### config.mk
export PLATFORM = sky130hd
export DESIGN_NAME = pipe_id_ex_reg_flat
export DESIGN_NICKNAME = d
export VERILOG_FILES = /design/src/rtl/pipe_id_ex_if.sv /design/src/rtl/pipe_id_ex_reg.sv /design/src/flat_wrapper.sv
export SDC_FILE = /design/constraint.sdc
export NUM_CORES = 1
export LEC_CHECK = 0
export ABC_AREA = 1
export BUFFER_PORTS_ARGS = -buffer_cell sky130_fd_sc_hd__buf_4
export CORE_MARGIN = 10
export CORE_UTILIZATION = 50
export CTS_CLUSTER_DIAMETER = 80
export DETAILED_ROUTE_END_ITERATION = 7
export GPL_TIMING_DRIVEN = 0
export PLACE_DENSITY = 0.95
export RECOVER_POWER = 100
export SETUP_SLACK_MARGIN = 0.5
export SLEW_MARGIN = 10
export SYNTH_ARGS = -nofsm -noshare
export SYNTH_HDL_FRONTEND = slang
export SYNTH_SLANG_ARGS = --single-unit
### constraint.sdc
create_clock -name clk -period 1.2 [get_ports clk]
set_input_delay 0.06 -clock clk [delete_from_list [all_inputs] [get_ports clk]]
set_output_delay 0.06 -clock clk [all_outputs]
set_load 0.02 [all_outputs]
### src/rtl/pipe_id_ex_if.sv
// ID/EX boundary bundle: decode-side _IN fields and execute-side _OUT fields.
// PC_IN/PC_OUT exist only when PIPE_ID_EX_PC_EN is defined.
interface pipe_id_ex_if #(parameter int WIDTH = 32);
  logic             STALL_IN;
  logic             FLUSH_IN;
  logic [3:0]       ALUOP_IN;
  logic             ALUSRC_IN;
  logic             REGWRITE_IN;
  logic             MEMTOREG_IN;
  logic             MEMWRITE_IN;
  logic             MEMREAD_IN;
  logic [4:0]       ARS1_IN;
  logic [4:0]       ARS2_IN;
  logic [4:0]       ARD_IN;
  logic [WIDTH-1:0] RS1_IN;
  logic [WIDTH-1:0] RS2_IN;
  logic [WIDTH-1:0] IMMEDIATE_IN;
  logic [3:0]       ALUOP_OUT;
  logic             ALUSRC_OUT;
  logic             REGWRITE_OUT;
  logic             MEMTOREG_OUT;
  logic             MEMWRITE_OUT;
  logic             MEMREAD_OUT;
  logic [4:0]       ARS1_OUT;
  logic [4:0]       ARS2_OUT;
  logic [4:0]       ARD_OUT;
  logic [WIDTH-1:0] RS1_OUT;
  logic [WIDTH-1:0] RS2_OUT;
  logic [WIDTH-1:0] IMMEDIATE_OUT;
`ifdef PIPE_ID_EX_PC_EN
  logic [WIDTH-1:0] PC_IN;
  logic [WIDTH-1:0] PC_OUT;
`endif

  // master: decode stage / hazard unit side; slave: the pipeline register itself
  modport master (
`ifdef PIPE_ID_EX_PC_EN
    output PC_IN, input PC_OUT,
`endif
    output STALL_IN, FLUSH_IN, ALUOP_IN, ALUSRC_IN, REGWRITE_IN, MEMTOREG_IN,
    output MEMWRITE_IN, MEMREAD_IN, ARS1_IN, ARS2_IN, ARD_IN, RS1_IN, RS2_IN,
    output IMMEDIATE_IN,
    input  ALUOP_OUT, ALUSRC_OUT, REGWRITE_OUT, MEMTOREG_OUT, MEMWRITE_OUT,
    input  MEMREAD_OUT, ARS1_OUT, ARS2_OUT, ARD_OUT, RS1_OUT, RS2_OUT,
    input  IMMEDIATE_OUT
  );

  modport slave (
`ifdef PIPE_ID_EX_PC_EN
    input PC_IN, output PC_OUT,
`endif
    input  STALL_IN, FLUSH_IN, ALUOP_IN, ALUSRC_IN, REGWRITE_IN, MEMTOREG_IN,
    input  MEMWRITE_IN, MEMREAD_IN, ARS1_IN, ARS2_IN, ARD_IN, RS1_IN, RS2_IN,
    input  IMMEDIATE_IN,
    output ALUOP_OUT, ALUSRC_OUT, REGWRITE_OUT, MEMTOREG_OUT, MEMWRITE_OUT,
    output MEMREAD_OUT, ARS1_OUT, ARS2_OUT, ARD_OUT, RS1_OUT, RS2_OUT,
    output IMMEDIATE_OUT
  );
endinterface

### src/rtl/pipe_id_ex_reg.sv
// ID/EX pipeline register, 1-cycle latency; priority rst > flush (bubble) > stall (hold) > load.
// Optional PC field is enabled by defining PIPE_ID_EX_PC_EN.
module pipe_id_ex_reg #(
  parameter int WIDTH = 32
) (
  input  logic          clk,
  input  logic          rst,
  pipe_id_ex_if.slave   bus
);

  typedef struct packed {
`ifdef PIPE_ID_EX_PC_EN
    logic [WIDTH-1:0] pc;
`endif
    logic [3:0]       aluop;
    logic             alusrc;
    logic             regwrite;
    logic             memtoreg;
    logic             memwrite;
    logic             memread;
    logic [4:0]       ars1;
    logic [4:0]       ars2;
    logic [4:0]       ard;
    logic [WIDTH-1:0] rs1;
    logic [WIDTH-1:0] rs2;
    logic [WIDTH-1:0] imm;
  } stage_t;

  stage_t w_stage_in;
  stage_t r_stage;

  always_comb begin
    w_stage_in          = '0;
`ifdef PIPE_ID_EX_PC_EN
    w_stage_in.pc       = bus.PC_IN;
`endif
    w_stage_in.aluop    = bus.ALUOP_IN;
    w_stage_in.alusrc   = bus.ALUSRC_IN;
    w_stage_in.regwrite = bus.REGWRITE_IN;
    w_stage_in.memtoreg = bus.MEMTOREG_IN;
    w_stage_in.memwrite = bus.MEMWRITE_IN;
    w_stage_in.memread  = bus.MEMREAD_IN;
    w_stage_in.ars1     = bus.ARS1_IN;
    w_stage_in.ars2     = bus.ARS2_IN;
    w_stage_in.ard      = bus.ARD_IN;
    w_stage_in.rs1      = bus.RS1_IN;
    w_stage_in.rs2      = bus.RS2_IN;
    w_stage_in.imm      = bus.IMMEDIATE_IN;
  end

  // Clearing with a constant keeps X on the data inputs out of the flops.
  always_ff @(posedge clk) begin
    if (rst) begin
      r_stage <= '0;
    end else if (bus.FLUSH_IN) begin
      r_stage <= '0;
    end else if (!bus.STALL_IN) begin
      r_stage <= w_stage_in;
    end
  end

`ifdef PIPE_ID_EX_PC_EN
  assign bus.PC_OUT        = r_stage.pc;
`endif
  assign bus.ALUOP_OUT     = r_stage.aluop;
  assign bus.ALUSRC_OUT    = r_stage.alusrc;
  assign bus.REGWRITE_OUT  = r_stage.regwrite;
  assign bus.MEMTOREG_OUT  = r_stage.memtoreg;
  assign bus.MEMWRITE_OUT  = r_stage.memwrite;
  assign bus.MEMREAD_OUT   = r_stage.memread;
  assign bus.ARS1_OUT      = r_stage.ars1;
  assign bus.ARS2_OUT      = r_stage.ars2;
  assign bus.ARD_OUT       = r_stage.ard;
  assign bus.RS1_OUT       = r_stage.rs1;
  assign bus.RS2_OUT       = r_stage.rs2;
  assign bus.IMMEDIATE_OUT = r_stage.imm;

endmodule

### src/flat_wrapper.sv
// flat-port wrapper written by rule: the top's interface ports become plain ports
module pipe_id_ex_reg_flat 
#(
  parameter int WIDTH = 32
)
  (clk, rst, bus_STALL_IN, bus_FLUSH_IN, bus_ALUOP_IN, bus_ALUSRC_IN, bus_REGWRITE_IN, bus_MEMTOREG_IN, bus_MEMWRITE_IN, bus_MEMREAD_IN, bus_ARS1_IN, bus_ARS2_IN, bus_ARD_IN, bus_RS1_IN, bus_RS2_IN, bus_IMMEDIATE_IN, bus_ALUOP_OUT, bus_ALUSRC_OUT, bus_REGWRITE_OUT, bus_MEMTOREG_OUT, bus_MEMWRITE_OUT, bus_MEMREAD_OUT, bus_ARS1_OUT, bus_ARS2_OUT, bus_ARD_OUT, bus_RS1_OUT, bus_RS2_OUT, bus_IMMEDIATE_OUT);
  pipe_id_ex_if #(.WIDTH(WIDTH)) bus_i ();
  input  logic clk;
  input  logic rst;
  input wire logic [$bits(bus_i.STALL_IN)-1:0] bus_STALL_IN;
  input wire logic [$bits(bus_i.FLUSH_IN)-1:0] bus_FLUSH_IN;
  input wire logic [$bits(bus_i.ALUOP_IN)-1:0] bus_ALUOP_IN;
  input wire logic [$bits(bus_i.ALUSRC_IN)-1:0] bus_ALUSRC_IN;
  input wire logic [$bits(bus_i.REGWRITE_IN)-1:0] bus_REGWRITE_IN;
  input wire logic [$bits(bus_i.MEMTOREG_IN)-1:0] bus_MEMTOREG_IN;
  input wire logic [$bits(bus_i.MEMWRITE_IN)-1:0] bus_MEMWRITE_IN;
  input wire logic [$bits(bus_i.MEMREAD_IN)-1:0] bus_MEMREAD_IN;
  input wire logic [$bits(bus_i.ARS1_IN)-1:0] bus_ARS1_IN;
  input wire logic [$bits(bus_i.ARS2_IN)-1:0] bus_ARS2_IN;
  input wire logic [$bits(bus_i.ARD_IN)-1:0] bus_ARD_IN;
  input wire logic [$bits(bus_i.RS1_IN)-1:0] bus_RS1_IN;
  input wire logic [$bits(bus_i.RS2_IN)-1:0] bus_RS2_IN;
  input wire logic [$bits(bus_i.IMMEDIATE_IN)-1:0] bus_IMMEDIATE_IN;
  output wire logic [$bits(bus_i.ALUOP_OUT)-1:0] bus_ALUOP_OUT;
  output wire logic [$bits(bus_i.ALUSRC_OUT)-1:0] bus_ALUSRC_OUT;
  output wire logic [$bits(bus_i.REGWRITE_OUT)-1:0] bus_REGWRITE_OUT;
  output wire logic [$bits(bus_i.MEMTOREG_OUT)-1:0] bus_MEMTOREG_OUT;
  output wire logic [$bits(bus_i.MEMWRITE_OUT)-1:0] bus_MEMWRITE_OUT;
  output wire logic [$bits(bus_i.MEMREAD_OUT)-1:0] bus_MEMREAD_OUT;
  output wire logic [$bits(bus_i.ARS1_OUT)-1:0] bus_ARS1_OUT;
  output wire logic [$bits(bus_i.ARS2_OUT)-1:0] bus_ARS2_OUT;
  output wire logic [$bits(bus_i.ARD_OUT)-1:0] bus_ARD_OUT;
  output wire logic [$bits(bus_i.RS1_OUT)-1:0] bus_RS1_OUT;
  output wire logic [$bits(bus_i.RS2_OUT)-1:0] bus_RS2_OUT;
  output wire logic [$bits(bus_i.IMMEDIATE_OUT)-1:0] bus_IMMEDIATE_OUT;
  assign bus_i.STALL_IN = bus_STALL_IN;
  assign bus_i.FLUSH_IN = bus_FLUSH_IN;
  assign bus_i.ALUOP_IN = bus_ALUOP_IN;
  assign bus_i.ALUSRC_IN = bus_ALUSRC_IN;
  assign bus_i.REGWRITE_IN = bus_REGWRITE_IN;
  assign bus_i.MEMTOREG_IN = bus_MEMTOREG_IN;
  assign bus_i.MEMWRITE_IN = bus_MEMWRITE_IN;
  assign bus_i.MEMREAD_IN = bus_MEMREAD_IN;
  assign bus_i.ARS1_IN = bus_ARS1_IN;
  assign bus_i.ARS2_IN = bus_ARS2_IN;
  assign bus_i.ARD_IN = bus_ARD_IN;
  assign bus_i.RS1_IN = bus_RS1_IN;
  assign bus_i.RS2_IN = bus_RS2_IN;
  assign bus_i.IMMEDIATE_IN = bus_IMMEDIATE_IN;
  assign bus_ALUOP_OUT = bus_i.ALUOP_OUT;
  assign bus_ALUSRC_OUT = bus_i.ALUSRC_OUT;
  assign bus_REGWRITE_OUT = bus_i.REGWRITE_OUT;
  assign bus_MEMTOREG_OUT = bus_i.MEMTOREG_OUT;
  assign bus_MEMWRITE_OUT = bus_i.MEMWRITE_OUT;
  assign bus_MEMREAD_OUT = bus_i.MEMREAD_OUT;
  assign bus_ARS1_OUT = bus_i.ARS1_OUT;
  assign bus_ARS2_OUT = bus_i.ARS2_OUT;
  assign bus_ARD_OUT = bus_i.ARD_OUT;
  assign bus_RS1_OUT = bus_i.RS1_OUT;
  assign bus_RS2_OUT = bus_i.RS2_OUT;
  assign bus_IMMEDIATE_OUT = bus_i.IMMEDIATE_OUT;
  pipe_id_ex_reg #(.WIDTH(WIDTH)) u_core (.clk(clk), .rst(rst), .bus(bus_i));
endmodule
==> reports/metrics.cfg, run 1 <==
[placement]
port_buffers = 242
hpwl_um = 12400
placed_cell_area_um2 = 7020
gp_congestion = 0.835

[synth]
avgSynthCellArea_um2 = 6.59
seq_area_frac_synth = 0.479
netlist_instances = 761
synthMuxAreaShare = 0
synthTopCellsByArea = dfxtp_1, nand2_1, nor2_1
synth_top_family_by_area = simple AND/OR/NAND/NOR gates
synth_seq_cells = 120
synthAdderAreaFrac = 0
yosysWarnings = 0
syn_area_um2 = 5020
synth_top_cell_by_area = dfxtp_1
synth.distinct_cells = 8
synth_compound_gate_area_share = 0
yosys.area_share.xor_xnor = 0
synth_top_cell_area_share = 0.479
synth-simple-area-share = 0.360
syn_nets = 885

[floorplan]
die_h_um = 120
core.rowCount = 36
die_w_um = 120
initial_core_util = 0.513
ios = 244

[cts]
ctsLongestPathBuffers = 2
clkSinkCount = 120
cts_buffers = 17
root_buffer = clkbuf_8
h-tree-depth = 4

[global_route]
grt_max_degree = 17

[status]
lastStage = global routing
error = [ERROR DPL-0038] Utilization greater than 100%, impossible to legalize
status = stopped before the end

[timing]
worst_endpoint = bus_RS2_OUT[6]
endpoint_type = top-level output

## through the flow
stage	setup slack [ps]	std cells
4_1_cts	166	1296
3_5_place_dp	233	1136
3_3_place_gp	280	1136
2_1_floorplan	480	761
## synth_stat cells
master     n
nand2_1  240
buf_4     13
dfxtp_1  120
buf_6     20
nor2_1   240
buf_2      7
inv_1    120
nor2_2     1
## kinds of logic after synthesis
| logic type | count (synthesis) |
|---|---|
| flip-flops | 120 |
| AND/OR/NAND/NOR | 481 |
| buffers and inverters | 160 |
## what timing repair did
action	CTS
pin swaps	0
endpoints found under the hold margin	120
setup endpoints to repair	120
gates resized for setup	240
hold buffers	120
buffers inserted	10
==> run 2: changes to the inputs <==
CORE_UTILIZATION = 40   (was 50)
CTS_CLUSTER_DIAMETER = unset   (was 80)
PLACE_DENSITY = unset   (was 0.95)
PLACE_DENSITY_LB_ADDON = 0.15   (was unset)
SETUP_SLACK_MARGIN = unset   (was 0.5)
==> run 2 against run 1 <==
The run now ends clean; synthesized area unchanged; synthesized cell count unchanged.
==> reports/metrics.cfg, run 2 <==
[flow_run]
maxCapViolCount = 0

[synth]
ys.flop_type = dfxtp_1
yosysWarnings = 0  ; unchanged
seq_area_frac_synth = 0.479  ; unchanged
synth.distinct_cells = 8  ; unchanged
synth_common_cells = nand2_1, nor2_1, dfxtp_1, inv_1, buf_6
synth_top_cell_by_area = dfxtp_1
synth_top_cell_area_share = 0.479  ; unchanged
async_flop_share = 0  ; unchanged
synthTopCellsByArea = dfxtp_1, nand2_1, nor2_1
synth_compound_gate_area_share = 0  ; unchanged
synth_edf_count = 0  ; unchanged
synth_seq_cells = 120  ; unchanged
synthMuxAreaShare = 0  ; unchanged
netlist_instances = 761  ; unchanged
yosys.area_share.xor_xnor = 0  ; unchanged
synth_top_family_by_area = simple AND/OR/NAND/NOR gates
synth-simple-area-share = 0.360  ; unchanged
syn_nets = 885  ; unchanged
avgSynthCellArea_um2 = 6.59  ; unchanged
syn_area_um2 = 5020  ; unchanged
synthAdderAreaFrac = 0  ; unchanged

[cts]
cts_buffers = 17  ; unchanged
postCtsHoldBufs = 120  ; unchanged
cts_tree = yes
insertion_delay_ps = 410
h-tree-depth = 4  ; unchanged
cts-resized-gates = 0  ; -100%
post_cts_buffers = 0  ; -10
clkSinkCount = 120  ; unchanged
root_buffer = clkbuf_16
ctsLongestPathBuffers = 2  ; unchanged
cts.reportedPaths.clkPinSlew_ps = 50

[critical_path]
cp_slowest_cell = dfxtp_1
worst_setup_path_start_kind = flip-flop
crit_cells = 1
crit_start = u_core.bus.RS2_OUT[17]$_SDFFE_PP0N_
cp_max_fo = 2
required_ps = 1140
worstSetupPathType = reg -> out
r2r-start = u_core.bus.ARS1_OUT[3]$_SDFFE_PP0N_
path_cells = clkbuf_1
slowest_delay_ps = 340
crit_buf_inv = 1
crit_family = flip-flops
crit_arrival_ps = 1020
worst_r2r_path_depth = 4
endpoint_kind = output port

[timing]
max_freq_ghz = 0.923
report.final.hold_viol_count = 0
period_needed_ps = 1080
period_share = 0.903
rsz0062_at_grt = false
slew_violations = 0
fin_worst_skew_ps = 0
slew_headroom = 0.779
tns_ps = 0
setup_violations = 0
worst_pin_slew_ps = 333

[detailed_routing]
first_iter_violations = 277
drc = 0
wirelength_um = 18100
ant_nets = 0
wl_per_cell_um = 13.7
first_pass_iters = 5
viasPerCell = 4.21
num_vias = 5568

[global_route]
antenna_found_initial = 0
grt_usage = 0.202
grt_max_degree = 17
grt_pass1_vias = 5540
overflow = 0
grt_pass1_wl_um = 28400

[cells_and_area]
area_growth_pct = 67.9
final_area_um2 = 8430
drive_above_1_share = 0.182
finalNetCount = 1266
diodes = 0
layout_common_cells = nor2_1, nand2_1, buf_4

[placement]
placed_cell_area_um2 = 7050  ; +0.32%
port_buffers = 242  ; unchanged
hpwl_um = 11900  ; -4.0%
gp_congestion = 0.776  ; -7.0%

[hold_path]
hold_path.class = in -> reg
hold_start = rst
hold_depth = 5

[power]
internal_power_mw = 8.20
sequentialPowerShare = 0.390
p_comb_frac = 0.165
p_sw_mw = 2.69
peakVddDrop_mv = 0.931
pwr-share-clk = 0.445
p_per_area_nw_per_um2 = 1290
leakage_nw = 4.12
p_sw_frac = 0.247

[floorplan]
core.rowCount = 40  ; +11%
dieArea_um2 = 17400
initial_core_util = 0.413  ; -0.101
ios = 244  ; unchanged
die_h_um = 132  ; +9.8%
die_w_um = 132  ; +9.8%
core_um2 = 12200

[status]
status = finished clean

[run 2: power by group through the flow]
stage          logic [mW]  registers, mW  clock network, mW
3_5_place_dp         1.56           4.33                  0
2_1_floorplan       0.611           4.54                  0
3_3_place_gp         1.55           4.32                  0
4_1_cts              1.89           4.25               4.95
6_report             1.79           4.25               4.85
5_1_grt              1.96           4.26               5.14
[run 2: final timing paths]
path / slack, ps / to
setup reg to reg: 480 / u_core.bus.ARS1_OUT[3]$_SDFFE_PP0N_
hold reg to reg: 500 / u_core.bus.ARS2_OUT[1]$_SDFFE_PP0N_
setup / recovery: 120 / bus_RS2_OUT[17]
hold / removal: 100 / u_core.bus.ARS2_OUT[1]$_SDFFE_PP0N_
[run 2: per-stage QoR]
step	std cells	total power, mW	utilization	hold slack (ps)	setup WS (ps)
floorplan	761	5.15	-	189	454
global placement	1171	5.87	0.579	274	278
detailed placement	1171	5.89	0.579	281	225
CTS	1321	11.1	0.724	83.2	171
global route	1321	11.4	0.693	98.1	75.4
finish	1321	10.9	0.693	105	116
[run 2: cells by family (layout without fill, tap and decap cells)]
kind of cell  count (synthesis)  after routing
simple gates                481            481
buf+inv                     160            552
flops                       120            120
[run 2: per-layer routing]
layer | track usage | wire length, um | up-vias | share of wire
met1 | 0.212 | 7220 | 2418 | 0.40
met4 | 0.0834 | 492 | 0 | 0.027
met2 | 0.344 | 8820 | 201 | 0.49
met3 | 0.0896 | 1530 | 34 | 0.085
li1 | - | - | 2915 | -
met5 | 0 | 0 | - | 0
[run 2: final cells by class]
cell class | count | area, um^2
plain buffers | 40 | 358
clock buffers | 28 | 527
clock inverters | 2 | 35.0
fillers | 1093 | 3740
inverters | 120 | 450
multi-input cells | 481 | 1810
flip-flops and latches | 120 | 2400
well taps | 168 | 210
repair buffers | 362 | 2640
Power figures use the tool's default switching activity.
